<file path="src/rtl/arb_pkg.sv">
// Shared types and helpers for the round-robin arbiter.
// The optional grant lock is enabled by defining ARB_LOCK_EN.
package arb_pkg;

   localparam int ARB_MAX_N = 32;

   typedef enum logic {
      IDLE  = 1'b0,
      GRANT = 1'b1
   } arb_state_e;

   typedef struct packed {
      logic       found;
      logic [4:0] idx;
   } pick_t;

   // Reference round-robin pick: first set bit scanning ptr, ptr+1, ... modulo n.
   function automatic pick_t rr_pick(input logic [ARB_MAX_N-1:0] vec,
                                     input logic [4:0]           ptr,
                                     input int                   n);
      pick_t r;
      int    j;
      r = '0;
      for (int i = 0; i < ARB_MAX_N; i++) begin
         j = (int'(ptr) + i) % n;
         if (i < n && !r.found && vec[j]) begin
            r.found = 1'b1;
            r.idx   = 5'(j);
         end
      end
      return r;
   endfunction

endpackage

</file>
<file path="src/rtl/rr_pick_mask.sv">
// Combinational round-robin picker: lowest set bit of (req & ~excl) at or
// after ptr, found via a double-width vector and a masked priority encoder.
module rr_pick_mask
   import arb_pkg::*;
#(
   parameter int N   = 4,
   parameter int IDW = $clog2(N)
) (
   input  logic [N-1:0]   req,
   input  logic [IDW-1:0] ptr,
   input  logic [N-1:0]   excl,
   output logic           found,
   output logic [IDW-1:0] idx
);

   localparam int W2 = 2 * N;
   localparam int PW = $clog2(W2);

   logic [N-1:0]  cand;
   logic [W2-1:0] lo_mask;
   logic [W2-1:0] dbl;
   logic [PW-1:0] pos;

   assign cand    = req & ~excl;
   // Clearing bits below ptr in the low copy makes the upper copy supply the wrap-around.
   assign lo_mask = (W2'(1) << ptr) - W2'(1);
   assign dbl     = {cand, cand} & ~lo_mask;

   always_comb begin
      pos = '0;
      for (int i = W2 - 1; i >= 0; i--) begin
         if (dbl[i]) pos = PW'(i);
      end
   end

   assign found = |cand;
   assign idx   = (pos >= PW'(N)) ? IDW'(pos - PW'(N)) : IDW'(pos);

endmodule

</file>
<file path="src/rtl/rr_arbiter.sv">
// N-way round-robin arbiter with grant hold and MAX_HOLD-bounded ownership.
// Define ARB_LOCK_EN to add the lock input that suppresses preemption.
module rr_arbiter
   import arb_pkg::*;
#(
   parameter int N        = 4,
   parameter int MAX_HOLD = 16,
   parameter int IDW      = $clog2(N)
) (
   input  logic           clk,
   input  logic           rst,
   input  logic [N-1:0]   req,
   output logic [N-1:0]   gnt,
   output logic           gnt_valid,
   output logic [IDW-1:0] gnt_id
`ifdef ARB_LOCK_EN
   ,
   input  logic           lock
`endif
);

   localparam int             HCW  = (MAX_HOLD > 2) ? $clog2(MAX_HOLD) : 1;
   localparam logic [HCW-1:0] HLIM = HCW'((MAX_HOLD == 0) ? 0 : MAX_HOLD - 1);
   localparam logic [IDW-1:0] LAST = IDW'(N - 1);

   arb_state_e     state, state_n;
   logic [IDW-1:0] ptr, ptr_n;
   logic [HCW-1:0] hcnt, hcnt_n;
   logic [N-1:0]   gnt_n;
   logic [IDW-1:0] id_n;
   logic [N-1:0]   excl;
   logic           found;
   logic [IDW-1:0] pick_idx;
   logic           own_req;
   logic           locked;
   logic           at_limit;
   logic           take;

`ifdef ARB_LOCK_EN
   assign locked = lock;
`else
   assign locked = 1'b0;
`endif

   // The current owner is masked so release and preemption both hand off to someone else.
   assign excl     = (state == GRANT) ? gnt : '0;
   assign own_req  = req[gnt_id];
   assign at_limit = (MAX_HOLD != 0) && (hcnt == HLIM);

   rr_pick_mask #(
      .N   (N),
      .IDW (IDW)
   ) u_pick (
      .req   (req),
      .ptr   (ptr),
      .excl  (excl),
      .found (found),
      .idx   (pick_idx)
   );

   always_comb begin
      state_n = state;
      ptr_n   = ptr;
      hcnt_n  = hcnt;
      gnt_n   = gnt;
      id_n    = gnt_id;
      take    = 1'b0;
      case (state)
         IDLE: begin
            if (found) take = 1'b1;
         end
         GRANT: begin
            if (!own_req) begin
               if (found) begin
                  take = 1'b1;
               end else begin
                  state_n = IDLE;
                  gnt_n   = '0;
                  id_n    = '0;
                  hcnt_n  = '0;
               end
            end else if (at_limit && found && !locked) begin
               take = 1'b1;
            end else if (!locked && (MAX_HOLD != 0) && !at_limit) begin
               hcnt_n = hcnt + 1'b1;
            end
         end
      endcase
      if (take) begin
         state_n = GRANT;
         gnt_n   = N'(1) << pick_idx;
         id_n    = pick_idx;
         ptr_n   = (pick_idx == LAST) ? '0 : pick_idx + 1'b1;
         hcnt_n  = '0;
      end
   end

   always_ff @(posedge clk) begin
      if (rst) begin
         state  <= IDLE;
         ptr    <= '0;
         hcnt   <= '0;
         gnt    <= '0;
         gnt_id <= '0;
      end else begin
         state  <= state_n;
         ptr    <= ptr_n;
         hcnt   <= hcnt_n;
         gnt    <= gnt_n;
         gnt_id <= id_n;
      end
   end

   assign gnt_valid = |gnt;

endmodule

</file>
<file path="config.mk">
export PLATFORM = sky130hd
export DESIGN_NAME = rr_arbiter
export DESIGN_NICKNAME = d
export VERILOG_FILES = /design/src/rtl/arb_pkg.sv /design/src/rtl/rr_pick_mask.sv /design/src/rtl/rr_arbiter.sv
export SDC_FILE = /design/constraint.sdc
export NUM_CORES = 1
export LEC_CHECK = 0
export CELL_PAD_IN_SITES_DETAIL_PLACEMENT = 1
export CELL_PAD_IN_SITES_GLOBAL_PLACEMENT = 2
export CORE_AREA = 2 2 42 59
export DETAILED_ROUTE_END_ITERATION = 8
export DIE_AREA = 0 0 44 61
export DONT_BUFFER_PORTS = 1
export PLACE_DENSITY_LB_ADDON = 0.1
export SYNTH_ARGS = -nofsm -noshare
export SYNTH_HDL_FRONTEND = slang
export SYNTH_HIERARCHICAL = 1
export SYNTH_SLANG_ARGS = --single-unit
</file>
<file path="constraint.sdc">
create_clock -name clk -period 4.4 [get_ports clk]
set_clock_uncertainty 0.05 [all_clocks]
set_input_delay 1.32 -clock clk [delete_from_list [all_inputs] [get_ports clk]]
set_output_delay 1.32 -clock clk [all_outputs]
set_load 0.01 [all_outputs]
</file>
# == Word level (Yosys, flattened, before mapping) ==
# Cells that the tools add are included.
# word_totals
inputBits,6
ff_bits,13
output_inout_bits,7
word_cells,63
# op_classes
addsub,4
bitwise,5
shift,2
reduce_logical,7
muxes,31
n_lt_le_gt_ge,2
eq_ne,7
# ops
op,count
two-way mux 4 bit,8
two-way mux 3 bit,8
two-way mux 2 bit,6
bitwise AND 8 bit,1
inverter 8 bit,1
OR reduction 4 bit,2
"<< shifter 1 x 2 -> 8 bit, first input constant",1
"subtractor 8 x 2 -> 8 bit, second input constant",1
two-way mux 1 bit,7
"inequality test 2 x 1 -> 1 bit, second input constant",3
"adder 4 x 1 -> 4 bit, second input constant",1
bitwise AND 4 bit,1
"equality test 4 bit, second input constant",1
"inequality test 2 bit, second input constant",2
inverter 4 bit,1
AND reduction 4 bit,1
"<< shifter 1 x 2 -> 4 bit, first input constant",1
"greater-or-equal comparator 3 bit, second input constant",1
"< comparator 2 x 3 -> 1 bit, second input constant",1
AND reduction 3 bit,1
"adder 2 x 1 -> 2 bit, second input constant",1
binary-select mux 1 bit (select 2 bit),1
"equality test 2 bit, second input constant",1
one-hot mux 1 bit (2 select lines),1
5 further kinds,5

# == Depth between registers and ports, before layout ==
# Gate-level depths: netlist (run 1).
# depth
depth_word,16
mapped_depth,9

# == Hierarchy ==
# Netlist (run 1), hierarchy kept.
# modules_own_cells
mod,n_inst,cells_each,seq_area_each_um2,area_each_um2
rr_arbiter,1,73,260.2,683.2
rr_pick_mask,1,15,0.0,123.9

# == Least setup slack after synthesis (run 1) ==
# OpenSTA, ideal clock, no wires.
# synth_timing
kind,in2reg
start,in req[3]
end,reg hcnt[3]
setup_slack_ps,1568
path_stages,4
t_arrival_ps,2659
path_cell_list,mux4_2 or3_4 a21oi_2 mux2_1
# synth_via
elab_chain_len,7
word_cells_on_any_way,15
# synth_rtl
element,line,text
from (decl),rr_arbiter.sv:12,"input logic [N-1:0] req,"
bitwise AND 4 bit,rr_pick_mask.sv:24,assign cand = req & ~excl;
OR reduction 4 bit,rr_pick_mask.sv:36,assign found = |cand;
logical AND 1 bit,rr_arbiter.sv:82,end else if (at_limit && found && !locked) begin
two-way mux 1 bit,rr_arbiter.sv:82,
two-way mux 1 bit,rr_arbiter.sv:73,if (!own_req) begin
one-hot mux 1 bit (2 select lines),rr_arbiter.sv:68,case (state)
OR reduction 2 bit (no line),--,
to (signal assigned),rr_arbiter.sv:108,hcnt <= hcnt_n;
to (decl),rr_arbiter.sv:28,"logic [HCW-1:0] hcnt, hcnt_n;"
# Parallel ways exist; a longest one is shown, timed or not. The select of a mux whose other input is x is not followed.
# A chain may end at the register's enable or synchronous reset.

# == Final worst setup path (run 1) ==
# layout_timing
start,reg gnt[3]
end,out gnt_valid
# layout_via
elab_chain_len,1
# layout_rtl
element,line,text
from (decl),rr_arbiter.sv:13,"output logic [N-1:0] gnt,"
from (signal assigned),rr_arbiter.sv:109,gnt <= gnt_n;
OR reduction 4 bit,rr_arbiter.sv:114,assign gnt_valid = |gnt;
to (decl),rr_arbiter.sv:14,"output logic gnt_valid,"
# No other way between the ends.

==> results.txt, run 1 <==
The vias per cell is 5.87. The startpoint type of the worst setup path is a register. The detail-routed net length per standard cell is 17.2 um. Together, buffers and inverters on the worst path number 0. The final layout net count is 102.

The final hold violation count is 0. The number of maximum-capacitance violations came out at 0. The global placement routability congestion is 0.706. Buffers added to address setup during post-CTS repair amount to 0. Broken down by cell family, the worst path's largest delay share belongs to simple AND/OR/NAND/NOR gates. The die footprint is 2680 um2. Summed over all nets, the half-perimeter wirelength after detailed placement is 1540 um.

The final setup violation count is 0. Setup repair after global routing left no endpoint under its margin. Entering global routing, the biggest net connects 14 pins.

The y dimension of the die is 61 um. The critical path is of the register to output port type. Summed over all instances, the cell type with the most area after synthesis is sky130_fd_sc_hd__dfxtp_1. The mapped netlist covers 807 um2. The count of nets left with antenna violations once routing finished came out at 0.

Traced cell by cell, the critical path runs through or4_1. STA puts the critical path data required time at 3.03 ns. The power density of the placed cells is 456 nW/um2. The count of different cell masters after synthesis is 37.

The number of antenna repair diodes is 0. The placed instance area came out at 827 um2. The number of antenna violations at the first check in global routing came out at 0. The commonest cells after synthesis are sky130_fd_sc_hd__dfxtp_1 (13), sky130_fd_sc_hd__inv_1 (8), sky130_fd_sc_hd__nor2_1 (7).

Among all flip-flop cells after synthesis, the most frequent one is sky130_fd_sc_hd__dfxtp_1. The class of the tightest hold or removal check is register to register. The signed area change from the synthesized netlist to the final layout came out at 5.74%.

The fraction of layout cells with a size suffix above 1 came out at 12.2%. The number of instances in the synthesized netlist came out at 88. After synthesis, the cell types taking the most area are sky130_fd_sc_hd__dfxtp_1 (32%), sky130_fd_sc_hd__ha_1 (7.8%), sky130_fd_sc_hd__a22o_1 (6.5%). The all-layer global routing usage is 17.0%. The routed layout has 657 vias. The worst hold margin came out at 0.454 ns. The via count of the first global-routing pass is 715.

In this run the mean area of a mapped cell was 9.17 um2. The number of buffer cells added on primary ports came out at 0. The count of clock tree sinks came out at 13. The run finished with clean final reports. The placement row count is 20. IR analysis of the VDD net gives a maximum drop of 0.186 mV.

The number of max-slew violations in the final report came out at 0. The proportion of register bits with asynchronous set or reset after synthesis came out at 0%. The count of pins on the block boundary is 13. The arrival time at the worst endpoint came out at 1.26 ns. The number of buffers created by CTS is 3.

For this run, design rule violations remaining after detail routing come to 0. The clock-pin slew on the worst setup and hold paths is 0.09 ns. The total negative slack is 0 ns.

Across all register-to-register paths, the minimum setup slack is 2.06 ns. For this design, the slowest cell found on the critical path is sky130_fd_sc_hd__or4_1. The sequential element share of the synthesized area came out at 32.2%. STA classifies the critical path endpoint as an output port. The hold buffer count at CTS came out at 0. The cell at the root of the clock tree is sky130_fd_sc_hd__clkbuf_4. The post-route minimum period is 2.63 ns. The number of buffers on the longest clock path is 2. The most common cell in the synthesized netlist is sky130_fd_sc_hd__dfxtp_1. Gates resized during post-CTS repair numbered 0.

In this run the number of H-tree levels came out at 1. Along the worst path, the maximum fanout reaches 4. The number of nets produced by synthesis came out at 99.

The CTS tree is built. Once layout is complete, the utilization of the core stands at 39.7%. The floorplan core area is 2150 um2. The detailed router's first-iteration violation count came out at 6. The leakage dissipation is 0.344 nW. The horizontal die dimension came out at 44 um. The number of optimization iterations in the first detailed-route pass is 4. The synthesized design devotes to its leading area cell type 32.2% of total area. The maximum cell stage delay along the critical path is 0.60 ns. The register bit total from synthesis came out at 13. The fraction of the cycle the final worst path needs came out at 59.7%. Wires add up to 1930 um. The global route total overflow is 0.

The clock network latency to the later pin of the worst-skew pair is 0.28 ns. The worst slew margin relative to its limit came out at 55.1%. During synthesis, Yosys emitted a total of 6 warnings. The number of synthesized flops with an enable pin is 0. For the pin with the worst max-slew slack, the measured transition is 0.668 ns. The maximum achievable frequency is 0.381 GHz.

The global-route wire length before repair is 3240 um. The initial core utilization is 37.5%. The area of all placed cells without fillers is 853 um2.
[metrics by stage]
stage	setup WS [ns]	instances	total power, W
6_report	1.77	112	0.000389
5_1_grt	1.57	112	0.000418
4_1_cts	1.77	112	0.000395
3_5_place_dp	1.49	108	0.000319
3_3_place_gp	1.49	108	0.000315
2_1_floorplan	1.57	88	0.000280
[where the power goes]
part | switching (W) | internal, W
registers | 0.0000348 | 0.000140
clock network | 0.0000402 | 0.0000351
logic | 0.0000781 | 0.0000611
[flip-flops by register name, indices dropped and copies added, names as in the netlist]
| signal | count |
|---|---|
| gnt | 4 |
| ptr | 2 |
| hcnt | 4 |
| gnt_id | 2 |
| state | 1 |
[path summary, 6_finish.rpt]
| kind | from | end | cells after the start |
|---|---|---|---|
| hold / removal | hcnt[2] | hcnt[2] | 2 |
| setup reg to reg | state | ptr[1] | 8 |
| setup / recovery | gnt[3] | gnt_valid | 1 |
| hold reg to reg | hcnt[2] | hcnt[2] | 2 |
[layout make-up]
cell class                      instances  area, um2
Fill cell                             262       1300
Clock buffer                            4       26.3
Inverter                                8       30.0
Sequential cell                        13        260
Tap cell                               22       27.5
Multi-Input combinational cell         65        509
[kinds of logic after synthesis]
logic type / count (synthesis) / synth area share [%]
adders and majority gates: 5 / 7.75
AOI/OAI and AO/OA: 23 / 23.1
DFF: 13 / 32.2
buffers and inverters: 10 / 4.65
muxes: 4 / 6.67
and+or+nand+nor: 33 / 25.6
[layout by cell type, fill, tap and decap left out, types with 2 or more instances in the layout]
master	Yosys	routed
sky130_fd_sc_hd__dfxtp_1	13	13
sky130_fd_sc_hd__nor2_1	7	7
sky130_fd_sc_hd__ha_1	5	5
sky130_fd_sc_hd__nand3_1	6	6
sky130_fd_sc_hd__a21oi_1	5	5
sky130_fd_sc_hd__a22o_1	6	6
sky130_fd_sc_hd__o221ai_1	2	2
sky130_fd_sc_hd__inv_1	8	8
sky130_fd_sc_hd__mux2i_1	2	2
sky130_fd_sc_hd__o21bai_1	2	2
sky130_fd_sc_hd__clkbuf_4	0	3
sky130_fd_sc_hd__o21ai_0	2	2
sky130_fd_sc_hd__and2_1	4	4
[per-layer routing]
layer / global-route usage, % / vias to the layer above / wire, um
met1: 19.2 / 310 / 790
li1: - / 329 / -
met3: 3.87 / 2 / 86
met4: 9.09 / 0 / 18
met2: 29.2 / 16 / 1030
met5: 0 / - / 0
Power figures use the tool's default switching activity.
==> run 2: changes to the inputs <==
--- a/config.mk
+++ b/config.mk
@@ -7,9 +7,9 @@
 export LEC_CHECK = 0
 export CELL_PAD_IN_SITES_DETAIL_PLACEMENT = 1
 export CELL_PAD_IN_SITES_GLOBAL_PLACEMENT = 2
-export CORE_AREA = 2 2 42 59
+export CORE_AREA = 2 2 44 62
 export DETAILED_ROUTE_END_ITERATION = 8
-export DIE_AREA = 0 0 44 61
+export DIE_AREA = 0 0 46 64
 export DONT_BUFFER_PORTS = 1
 export PLACE_DENSITY_LB_ADDON = 0.1
 export SYNTH_ARGS = -nofsm -noshare
==> constraint.sdc (replaced) <==
create_clock -name clk -period 2.6 [get_ports clk]
set_clock_uncertainty 0.05 [all_clocks]
set_input_delay 0.78 -clock clk [delete_from_list [all_inputs] [get_ports clk]]
set_output_delay 0.78 -clock clk [all_outputs]
set_load 0.01 [all_outputs]
==> results.txt, run 2 (synthesized netlist as in run 1, its figures left out) <==
Routability-driven placement finished with a final weighted congestion of 0.715. The maximum achievable frequency came out at 0.472 GHz. The final-layout fill cell count came out at 297. The worst-case IR drop observed on VDD is 0.271 mV.

At the pin with the least slew margin, the transition time is 0.668 ns. The number of antenna violations at the first check in global routing is 0. Detailed placement finished with a half-perimeter wire length of 1640 um. The via count of the first global-routing pass came out at 739. The all-layer global routing usage is 16.6%. The global-route wire length before repair came out at 3580 um.

The fraction of the cycle the final worst path needs is 81.4%. The maximum cell stage delay along the critical path is 0.54 ns. The number of max-slew violations in the final report was 0.

The first detailed-routing pass ran for 4 iterations. The worst hold margin is 0.454 ns. Setup repair after global routing left no endpoint under its margin. The flow ran to the end, and the final reports show no timing, DRC or antenna violations.

The fraction of layout cells with a size suffix above 1 came out at 14.1%. The initial core utilization came out at 34.1%. The final layout net count is 104.

Clock-pin slew was measured on the worst setup and hold paths at 0.09 ns. The flip-flop and latch area came out at 260 um2. Summed over all layers, the global routing overflow is 0. Entering global routing, the biggest net connects 10 pins. During I/O placement, the number of pins put on the boundary was 13.

The final hold violation count came to 0. The floorplan step set the die height to 64 um. The die footprint came out at 2940 um2.

The required time of the worst setup path is 2.77 ns. Of all nets on the critical path, the largest fanout is 6. The count of nets left with antenna violations once routing finished came out at 0.

The clock drives 13 sinks. The worst setup path is captured at a register. The vias per cell came out at 5.75. The number of buffers on the longest clock path is 2.

TritonCTS created 3 clock buffers. At the worst endpoint, the arrival time is 2.29 ns. The worst slew margin relative to its limit is 55.1%. The floorplan core area came out at 2360 um2. The startpoint-to-endpoint class of the critical path is register to register. Buffers inserted to repair hold after CTS numbered 0. The multi-input combinational cells in the finished layout cover a total of 509 um2.

The cell at the root of the clock tree is sky130_fd_sc_hd__clkbuf_4. Setup violations remaining at the end of the flow were counted as 0. Dividing total power by cell area gives a power density of 775 nW/um2. The detailed router's first-iteration violation count came out at 3. The signed area change from the synthesized netlist to the final layout came out at 7.75%.

The commonest non-fill, non-tap cell in the layout is sky130_fd_sc_hd__dfxtp_1. Once the clock tree was built, the resizer swapped 0 gates to a different size. On the critical path, the stage with the largest delay is an instance of sky130_fd_sc_hd__nor3_1. The tightest min-delay check is of the register to register type.

The leakage dissipation came out at 0.354 nW. After detailed routing, the number of remaining DRC violations is 0. For the finished layout, the period the worst path requires is 2.12 ns.

Post-CTS timing repair inserted 0 buffers for setup. The number of maximum-capacitance violations came out at 0. The total negative slack is 0 ns. Traced cell by cell, the critical path runs through and2_1 > nor2b_4 > nor2_1 > nand3_1 > inv_1 > a21oi_1 > nor3_1 > a22o_1. TritonCTS built the clock tree. The detail-routed net length per standard cell came out at 17.6 um. The horizontal die dimension is 46 um. Summed over all layers, the routed wires come to 2030 um. The number of buffer cells added on primary ports is 0. The largest registers in the layout are gnt: 4 flops, hcnt: 4 flops. CTS built an H-tree with a depth of 1. The library cells used most frequently in the layout, excluding fill and tap cells, are sky130_fd_sc_hd__dfxtp_1 (13), sky130_fd_sc_hd__inv_1 (8), sky130_fd_sc_hd__nor2_1 (7). The worst setup path is launched from a register. The clock network latency to the later pin of the worst-skew pair came out at 0.28 ns. The total via count in the routed design is 661. The number of antenna diodes in the final layout is 0. The placement row count came out at 21.
## run 2: changes by cell type in the layout (fill, tap and decap cells not counted), sizes merged
cell  previous run  this run
buf              0         2
## run 2: area by class of cell
class / count / share of cell area, %
multi-input combinational: 65 / 58.6
sequential: 13 / 29.9
inverter: 8 / 3.45
tap: 23 / 3.31
clock buffer: 4 / 3.02
timing repair buffer: 2 / 1.73
## run 2: routing by layer
metal / up-vias / GRT usage (%) / share of wire [%]
li1: 332 / - / -
met1: 318 / 18.3 / 39
met2: 9 / 29.0 / 56
met3: 2 / 2.82 / 3.1
met4: 0 / 7.50 / 0.94
met5: - / 0 / 0
## run 2: through the flow
step           cells  power, W  setup slack [ns]  cell area [um2]  utilization, %
2_1_floorplan     88  0.000474             0.308              807               -
3_3_place_gp     111  0.000553             0.260              843            35.7
3_5_place_dp     111  0.000553             0.239              843            35.7
4_1_cts          115  0.000690             0.476              870            36.8
5_1_grt          115  0.000731             0.238              870            36.8
6_report         115  0.000674             0.483              870            36.8
## run 2: critical path, delay by kind of cell (launching register included)
family                 cells  cell delay (ns)
AND/OR/NAND/NOR            5             1.08
AO/OA/AOI/OAI              2             0.34
buffers and inverters      1             0.15
flip-flops                 1             0.44
## run 2: path summary, 6_finish.rpt
check | from | to | slack (ns) | cells after the start
setup / recovery | gnt[1] | gnt[2] | 0.48 | 8
hold / removal | hcnt[1] | hcnt[1] | 0.45 | 2
setup reg to reg | gnt[1] | gnt[2] | 0.48 | 8
hold reg to reg | hcnt[1] | hcnt[1] | 0.45 | 2
## run 2: where the power goes
group	internal (W)	switching, W	total [W]
Clock	0.0000595	0.0000711	0.000131
Sequential	0.000237	0.0000574	0.000295
Combinational	0.000114	0.000135	0.000249
Total	0.000411	0.000263	0.000674
==> run 3: changes to the inputs <==
--- a/config.mk
+++ b/config.mk
@@ -7,9 +7,9 @@
 export LEC_CHECK = 0
 export CELL_PAD_IN_SITES_DETAIL_PLACEMENT = 1
 export CELL_PAD_IN_SITES_GLOBAL_PLACEMENT = 2
-export CORE_AREA = 2 2 44 62
+export CORE_AREA = 2 2 45 64
 export DETAILED_ROUTE_END_ITERATION = 8
-export DIE_AREA = 0 0 46 64
+export DIE_AREA = 0 0 47 66
 export DONT_BUFFER_PORTS = 1
 export PLACE_DENSITY_LB_ADDON = 0.1
 export SYNTH_ARGS = -nofsm -noshare
==> constraint.sdc (replaced) <==
create_clock -name clk -period 1.8 [get_ports clk]
set_clock_uncertainty 0.05 [all_clocks]
set_input_delay 0.54 -clock clk [delete_from_list [all_inputs] [get_ports clk]]
set_output_delay 0.54 -clock clk [all_outputs]
set_load 0.01 [all_outputs]
==> results.txt, run 3 (synthesized netlist as in run 1, its figures left out) <==
Net switching is 37.2% of the power. The total overflow left after global routing is 0. The number of antenna violations at the first check in global routing came out at 0.

After detailed routing, the number of remaining DRC violations is 0. The number of buffers created by CTS came out at 3. The number of optimization iterations in the first detailed-route pass is 4. The routed length on met3 came out at 72 um. At the end of the flow, the number of nets in the layout was 135. IR analysis of the VDD net gives a maximum drop of 0.666 mV. The leakage dissipation is 0.536 nW.

In this run, the combinational gates consume 58.0% of the power. The all-layer global routing usage came out at 19.0%. The multi-input combinational cells in the finished layout cover a total of 677 um2. The first global-routing pass estimated 4020 um of wire. The worst setup path is launched from a register. In the layout the commonest cells are sky130_fd_sc_hd__buf_4 (26), sky130_fd_sc_hd__dfxtp_1 (8), sky130_fd_sc_hd__buf_6 (7). The worst slew margin relative to its limit came out at 77.2%. The final hold violation count came to 0. The number of buffer cells added on primary ports is 0. The arrival time at the worst endpoint came out at 1.28 ns. The initial core utilization is 31.9%. The post-detailed-route count of antenna-violating nets came out at 0. The flow ran to the end, but the final reports show violations.

The startpoint-to-endpoint class of the critical path is register to output port. The smallest setup slack after layout is -0.0690 ns. The y dimension of the die is 66 um. Setup repair after global routing could not meet its margin everywhere. The final reports fail on setup timing. Entering global routing, the biggest net connects 10 pins. The critical path startpoint is gnt[0]. The highest fanout seen on the critical path came out at 3. The power density of the placed cells is 1070 nW/um2.

The post-route minimum period came out at 1.87 ns. The reg-to-reg startpoint is state. In the final layout, the registers with the most flip-flops are gnt: 4 flops, hcnt: 4 flops. For this block, the routed nets add up to 2520 um of wire.

The floorplan step defined a core boundary enclosing 2530 um2. The signed area change from the synthesized netlist to the final layout is 63.7%. From left edge to right edge, the die measures 47 um.

The final-layout fill cell count is 302. The number of maximum-capacitance violations came out at 0. The H-tree level count is 1. Clock tree synthesis selected as its root buffer the cell sky130_fd_sc_hd__clkbuf_4. The via count of the first global-routing pass is 841.

0 antenna diodes ended up in the layout. At the worst endpoint, the required time is 1.21 ns. The vias per cell is 5.02. The internal power is 0.000889 W.

The total negative slack is -0.227 ns. The fraction of power consumed by sequential logic came out at 28.4%. The number of max-slew violations in the final report is 0. Prior to clock tree synthesis, the placed netlist has a worst setup slack of -0.201 ns. The final setup violation count came out at 5. In this run the top signal layer used is met4. The half-perimeter wire length of the detailed placement result came out at 1800 um.

The clock net in this run drives a total of 13 sinks. The flip-flop and latch area is 269 um2. The die footprint is 3100 um2. STA classifies the critical path endpoint as an output port. The placement row count is 22. The total via count in the routed design is 798. TritonCTS built the clock tree. During I/O placement, the number of pins put on the boundary was 13. The number of hold buffers added after CTS was 0. The net load switching power is 0.000527 W.

The first routing iteration left 11 violations. The global placement routability congestion came out at 0.728. For this block, wires on met1 add up to 937 um. The detail-routed net length per standard cell came out at 15.8 um. Leaving out fill and tap cells, the most frequent cell in the layout is sky130_fd_sc_hd__buf_4. The clock-pin slew on the worst setup and hold paths came out at 0.09 ns.

The clock network latency to the later pin of the worst-skew pair is 0.28 ns. The clock network is responsible for 13.6% of the overall power. The reg2reg setup slack came out at -0.07 ns.

The fraction of the cycle the final worst path needs came out at 104%. In this run the most critical hold path is launched from rst. The class of the tightest hold or removal check is input port to register.

Cells fill 52.2% of the core in the end. The number of buffers on the longest clock path is 2. Of the cells placed in the final design, the portion with a size suffix greater than 1 is 60.2%. The amount of wire on met2 after detailed routing is 1470 um. The worst-margin pin slew is 0.337 ns. Derived from the worst setup path, the maximum achievable clock frequency is 0.535 GHz.
[run 3: cell count changes in the layout (fill, tap and decap cells not counted), sizes merged]
cell and change:
buf +31
[run 3: final timing paths]
kind | to | depth (start not counted)
max | gnt_valid | 2
min | ptr[0] | 1
max reg2reg | gnt[1] | 8
min reg2reg | hcnt[2] | 2
[run 3: power by group through the flow]
stage               Combinational [W]  Sequential, W  Clock [W]
floorplan                    0.000299       0.000409          0
global placement             0.000547       0.000395          0
detailed placement           0.000551       0.000393          0
CTS                          0.000731       0.000401   0.000200
global route                 0.000884       0.000409   0.000210
finish                       0.000821       0.000403   0.000192
[run 3: repair_timing]
action	in CTS	in global routing
buffers inserted	9	1
resized for setup	28	15
cloned	0	0
endpoints found under the setup margin	11	13
pin swaps	11	7
[run 3: routing by layer]
metal	vias to the layer above	track usage, %
met1	389	19.9
li1	393	-
met4	0	7.29
met5	-	0
met2	12	34.6
met3	4	4.10
[run 3: area by class of cell]
type / instances / share of cell area (%)
multi-input cells: 65 / 51.2
repair buffers: 33 / 20.7
flip-flops and latches: 13 / 20.4
well taps: 36 / 3.41
inverters: 8 / 2.27
clock buffers: 4 / 1.99
[run 3: per-stage QoR]
stage / instance area, um2 / hold WS (ns) / total power (W) / std cells
after floorplan: 841 / 0.418 / 0.000708 / 88
after global placement: 1040 / 0.445 / 0.000942 / 145
after detailed placement: 1040 / 0.458 / 0.000944 / 145
after CTS: 1240 / 0.252 / 0.00133 / 158
after global routing: 1320 / 0.248 / 0.00150 / 159
final: 1320 / 0.264 / 0.00142 / 159
[run 3: worst max-delay path, stage by stage, from the launching register on]
cell,delay [ns]
sky130_fd_sc_hd__dfxtp_2,0.33
sky130_fd_sc_hd__buf_6,0.12
sky130_fd_sc_hd__or4_4,0.54
